## src/rtl/alu_issue_ctrl.sv

```systemverilog
// alu_issue_ctrl: single-issue execute controller wrapped around a registered ALU.
// Reads operands from a local register file, issues them to the ALU, then writes the result back.
module alu_issue_ctrl #(
    parameter int  NREGS = 16,
    parameter int  W     = 32,
    localparam int AW    = $clog2(NREGS)
) (
    input  logic          clk,
    input  logic          rst_n,
    input  logic          instr_valid,
    output logic          instr_ready,
    input  logic [3:0]    instr_funct,
    input  logic [AW-1:0] instr_rd,
    input  logic [AW-1:0] instr_rs,
    input  logic [AW-1:0] instr_rt,
    input  logic [4:0]    instr_shamt,
    input  logic          ld_en,
    input  logic [AW-1:0] ld_addr,
    input  logic [W-1:0]  ld_data,
    output logic [W-1:0]  alu_a,
    output logic [W-1:0]  alu_b,
    output logic [4:0]    alu_shamt,
    output logic [3:0]    alu_funct,
    input  logic [W-1:0]  alu_out,
    output logic          wb_valid,
    output logic [AW-1:0] wb_rd,
    output logic [W-1:0]  wb_data,
    output logic          illegal,
    input  logic [AW-1:0] dbg_addr,
    output logic [W-1:0]  dbg_data
);

    typedef enum logic [1:0] {IDLE, ISSUE, CAPTURE} state_t;

    state_t        state, state_nxt;
    logic [AW-1:0] rd_q;
    logic [W-1:0]  regs [NREGS];
    logic          accept, legal, issue, wb_fire;

    always_ff @(posedge clk or negedge rst_n) begin
        if (!rst_n) state <= IDLE;
        else        state <= state_nxt;
    end

    always_comb begin
        state_nxt = state;
        case (state)
            IDLE:    if (issue) state_nxt = ISSUE;
            ISSUE:   state_nxt = CAPTURE;
            CAPTURE: state_nxt = IDLE;
            default: state_nxt = IDLE;
        endcase
    end

    always_comb begin
        instr_ready = (state == IDLE);
        accept      = instr_valid && instr_ready;
        legal       = (instr_funct <= 4'd8);
        issue       = accept && legal;
        wb_fire     = (state == CAPTURE);
    end

    // Operands sample the pre-edge register file, so a same-edge ld is not forwarded.
    always_ff @(posedge clk or negedge rst_n) begin
        if (!rst_n) begin
            alu_a     <= '0;
            alu_b     <= '0;
            alu_funct <= '0;
            alu_shamt <= '0;
            rd_q      <= '0;
        end else if (issue) begin
            alu_a     <= regs[instr_rs];
            alu_b     <= regs[instr_rt];
            alu_funct <= instr_funct;
            alu_shamt <= instr_shamt;
            rd_q      <= instr_rd;
        end
    end

    always_ff @(posedge clk or negedge rst_n) begin
        if (!rst_n) begin
            wb_valid <= 1'b0;
            wb_rd    <= '0;
            wb_data  <= '0;
            illegal  <= 1'b0;
        end else begin
            wb_valid <= wb_fire;
            illegal  <= accept && !legal;
            if (wb_fire) begin
                wb_rd   <= rd_q;
                wb_data <= alu_out;
            end
        end
    end

    // R0 is never written after reset, so it reads as zero everywhere.
    // Write-back is the later assignment and therefore wins over ld on a collision.
    always_ff @(posedge clk or negedge rst_n) begin
        if (!rst_n) begin
            for (int i = 0; i < NREGS; i++) regs[i] <= '0;
        end else begin
            if (ld_en && ld_addr != '0) regs[ld_addr] <= ld_data;
            if (wb_fire && rd_q != '0)  regs[rd_q]    <= alu_out;
        end
    end

    assign dbg_data = regs[dbg_addr];

endmodule

```

## config.mk

```make
export PLATFORM = sky130hd
export DESIGN_NAME = alu_issue_ctrl
export DESIGN_NICKNAME = d
export VERILOG_FILES = /design/src/rtl/alu_issue_ctrl.sv
export SDC_FILE = /design/constraint.sdc
export NUM_CORES = 2
export LEC_CHECK = 0
export CORE_AREA = 10 10 275 383
export DETAILED_ROUTE_END_ITERATION = 16
export DIE_AREA = 0 0 285 393
export GPL_ROUTABILITY_DRIVEN = 0
export MAX_ROUTING_LAYER = met4
export SLEW_MARGIN = 20
export SYNTH_ARGS = -nofsm -noshare
export SYNTH_HDL_FRONTEND = slang
export SYNTH_SLANG_ARGS = --single-unit
```

## constraint.sdc

```tcl
create_clock -name clk -period 4.5 [get_ports clk]
set_clock_uncertainty 0.15 [all_clocks]
set_input_delay 0.45 -clock clk [delete_from_list [all_inputs] [get_ports clk]]
set_output_delay 0.45 -clock clk [all_outputs]
set_load 0.02 [all_outputs]
```

Word-level counts from Yosys, hierarchy flattened
Cells that the tools add are included.
{"block": "classes", "n_bitwise": 5, "eq_ne": 3, "div_mod_pow": 0, "muxes": 19, "add_sub_neg": 0, "mul": 0, "shifts": 0, "n_reduce_logical": 11, "n_lt_le_gt_ge": 8}
{"operator": "bitwise mux 512 bit", "count": 2}
{"operator": "two-way mux 512 bit", "count": 2}
{"operator": "binary-select mux 32 bit (select 4 bit)", "count": 3}
{"operator": "demux 32 bit (select 4 bit)", "count": 2}
{"operator": "two-way mux 32 bit", "count": 8}
{"operator": ">= comparator 5 bit, second input constant", "count": 5}
{"operator": "NOT 4 -> 5 bit", "count": 5}
{"operator": "less-than comparator 5 x 1 -> 1 bit, second input constant", "count": 2}
{"operator": "nonzero test 4 bit", "count": 2}
{"operator": "logical AND 1 bit", "count": 7}
{"operator": "less-or-equal comparator 4 bit, second input constant", "count": 1}
{"operator": "one-hot mux 2 bit (2 select lines)", "count": 1}
{"operator": "== test 2 x 1 -> 1 bit, second input constant", "count": 1}
{"operator": "== test 2 bit, second input constant", "count": 1}
{"operator": "logical NOT 2 bit", "count": 1}
{"operator": "two-way mux 2 bit", "count": 1}
{"operator": "inequality test 2 x 1 -> 1 bit, second input constant", "count": 1}
{"operator": "logical NOT 1 bit", "count": 1}
{"block": "word_totals", "ram_bits": 0, "out_inout_bits": 144, "latch_bits": 0, "memories": 0, "register_bits": 629, "romBits": 0}

Depth between registers and ports, before layout
{"block": "depth", "word_depth": 9, "ltp_mapped": 7, "mapped_depth_nobuf": 5}

Worst setup path before layout
Ideal clock, no wire load.
{"block": "synth_path", "path_kind": "input to output", "start": "input port dbg_addr[1]", "end": "output port dbg_data[21]", "path_stages": 4, "setup_slack_ns": 2.043, "n_path_buf": 2, "arrival_time_ns": 1.857, "path_cell_list": "buf_2 clkbuf_1 mux4_2 mux4_2"}
{"block": "synth_between", "elab_chain_cells": 4}
{"element": "start: declaration", "line": "29", "source": "input logic [AW-1:0] dbg_addr,"}
{"element": "NOT 4 -> 5 bit (implied by the code)", "line": "107", "source": "assign dbg_data = regs[dbg_addr];"}
{"element": "binary-select mux 32 bit (select 4 bit)", "line": "107"}
{"element": "two-way mux 32 bit (implied by the code) (2 in a row)", "line": "107"}
{"element": "end: declaration", "line": "30", "source": "output logic [W-1:0] dbg_data"}
No other way between the ends. The select of a mux whose other input is x is not followed.

Worst setup path after layout
{"block": "layout_path", "start": "input port dbg_addr[0]", "end": "output port dbg_data[30]"}
Same word-level chain as after synthesis.

==> metrics.txt <==
slowest CP cell clkdlybuf4s50_1; Synth Register Bits 629; H-Tree Depth 3; Max Root-Sink Buffers 3; Worst Hold End rd_q[0]$_DFFE_PN0P_; fraction of layout cells with a size suffix above 1 0.191; Final setup viols 0; overall routing resource usage 0.260; CTS clk-pin slew, worst paths 0.06 ns; CTS tree done; die height 393 µm; worst-case reg-to-reg path depth 6; TritonCTS buffer count 69; Mapped Nets 3467; status complete, no violations; Hold Fails Final Rpt 0; row count 136; WP data required 3.90 ns; Worst-Skew Late Latency 0.64 ns; WP buf/inv 3; DR iter-0 viols 3272; Ys Warns 0; Sink Count 629; Max Freq 286 MHz; WP data arrival 2.90 ns; register share of total power 0.414; clk root buf clkbuf_16; initial antenna violation count 8; GRT overflow 0; via count 29500; Pwr Density 550 nW/µm²; Main synth FF type dfrtp_1; final wirelength 143000 µm; DP Area 42000 µm²; wire length per cell 30.4 µm; largest net degree at the start of global routing 122; Area Growth Syn to Fin 14.2%; die area 112000 µm²; delay-heaviest family, CP buffers and inverters; crit path cell chain buf_8 > buf_4 > mux4_2 > mux4_2 > clkdlybuf4s50_1; largest cells by area after synthesis dfrtp_1, mux4_2, mux2i_1, a21oi_1, nor2_1; Hold WS 0.180 ns; sequential element share of the synthesized area 0.405; FF-to-FF End regs[467]$_DFF_PN0_; Slew HR 0.232; Synth Cell Area 38900 µm²; fin nets 3422; GR Util met2 0.413; via-per-instance ratio 6.28; Synth top area share 0.405; Period Utilization, post-route 0.778; sw power 8.24 mW; R2R Setup Slk 1.52 ns; Comb pwr share 0.336; fin crit period 3.50 ns; first-pass GRT wire length 211000 µm; EDFF count, synth 0; Peak supply drop 0.298 mV; hold path start instr_rd[0]; startpoint types input pin; DR pass1 iterations 7; Final Non-Filler Cells 4695; CP Max Fanout 36; cell taking the most area after synthesis dfrtp_1; GRT Max-Usage Layer met2; PortBufs 240; power share of the clock group 0.250; Worst Hold Class in2reg; Synth cell types 32; top-count cell post-synth dfrtp_1; worst slew pin tran 1.15 ns; DRC Markers 0; Die X-Extent 285 µm; FFs w/ async S/R, synth 1.00; placed cells 4563; RSZ-0062 raised after global routing false; CP Class in2out; synthesized area per cell 11.5 µm²; I/O pins 241; Fillers 8905; post-route cell area 44400 µm²; Final TNS setup 0 ns; WHS Path Cells 3; Max Cap Viol 0; Sw Share 0.338; Leak 18.2 nW; Slew Limit Fails 0; crit end category primary output; most frequent CP cell mux4_2; ANT nets after route 0; met3 Usage GRT 0.0453; Critical R2R Launch state[0]$_DFFE_PN0P_; met1 usage 0.328; internal power 16.2 mW; Syn Inst Count 3370; Initial Util 0.398; dpl hpwl 84300 µm; postcts setup bufs 0; vias in the first global route 30000; crit-path max cell delay 0.57 ns; Post-synth top cells dfrtp_1, mux2i_1, mux4_2; area of the core 97800 µm²
[cell usage in the layout, fill, tap and decap left out, types with 3 or more instances in the layout]
master	count
dfrtp_1	629
mux2i_1	544
mux4_2	416
nor2_1	388
a21oi_1	384
nand2_1	239
clkdlybuf4s50_1	227
o21ai_0	98
clkbuf_16	72
o22ai_1	64
a211oi_1	64
a21o_1	64
buf_4	51
buf_12	21
clkinv_2	13
clkbuf_8	13
clkbuf_1	11
nor2_4	9
diode_2	7
bufinv_16	7
nand3b_1	4
or3_4	4
or2_4	4
inv_6	4
buf_8	4
buf_6	4
nand2b_1	3
nand2b_2	3
nand3_4	3
buf_2	3
[flip-flops by register name, indices dropped and copies added, names as in the netlist, 2 cells and up]
signal,flops
regs,512
alu_a,32
alu_b,32
wb_data,32
alu_shamt,5
alu_funct,4
rd_q,4
wb_rd,4
state,2
[cell type report]
type                    instances  area (µm²)  area share
diodes                          7        17.5    0.000394
clock buffers                  96        2020      0.0455
clock inverters                27         343     0.00772
inverters                       3        11.3    0.000253
multi-input cells            2311       21400       0.483
flip-flops and latches        629       15700       0.354
well taps                    1311        1640      0.0369
repair buffers                311        3210      0.0722
[power groups by stage]
stage / clock network [mW] / logic, mW / registers (mW)
6_report: 6.09 / 8.20 / 10.1
5_1_grt: 6.38 / 8.87 / 10.4
4_1_cts: 6.19 / 8.25 / 10.0
3_5_place_dp: 0 / 8.24 / 10.1
3_3_place_gp: 0 / 8.04 / 10.0
2_1_floorplan: 0 / 5.67 / 9.57
[timing repair]
item,4_1_cts,5_1_grt
hold endpoints to repair,80,0
gates resized for setup,0,0
hold buffers,1,0
[metrics by stage]
stage	util	worst slack (ns)	power [mW]
finish	0.454	1.00	24.4
global route	0.454	0.858	25.6
CTS	0.454	0.941	24.5
detailed placement	0.429	0.942	18.3
global placement	0.429	0.979	18.1
floorplan	-	2.04	15.2
[tightest hold or removal path, stage by stage]
cell and delay [ns]:
clkdlybuf4s50_1 0.40, nand2_1 0.05, nand2_1 0.04
[metal layers]
| metal | part of all wire | vias to the layer above |
|---|---|---|
| li1 | - | 12400 |
| met1 | 0.40 | 15100 |
| met2 | 0.48 | 1598 |
| met3 | 0.081 | 368 |
| met4 | 0.042 | 0 |
| met5 | 0 | - |
[cell families (layout without fill, tap and decap cells)]
group	after synthesis	in the layout	share of synthesized area
simple gates	675	675	0.0684
mux	960	960	0.381
flops	629	629	0.405
compound gates	676	676	0.0974
buf+inv	430	437	0.0488
other cells	0	7	0
[how the worst max path moves through the flow]
| stage | startpoint | depth (start not counted) | end | slack, ns |
|---|---|---|---|---|
| 2_1_floorplan | dbg_addr[1] | 4 | dbg_data[21] | 2.04 |
| 3_3_place_gp | dbg_addr[0] | 5 | dbg_data[29] | 0.98 |
| 3_5_place_dp | dbg_addr[0] | 5 | dbg_data[29] | 0.94 |
| 4_1_cts | dbg_addr[0] | 5 | dbg_data[29] | 0.94 |
| 5_1_grt | dbg_addr[0] | 5 | dbg_data[29] | 0.86 |
| 6_report | dbg_addr[0] | 5 | dbg_data[30] | 1.00 |
Note: power is estimated with default switching activity, not from simulation.
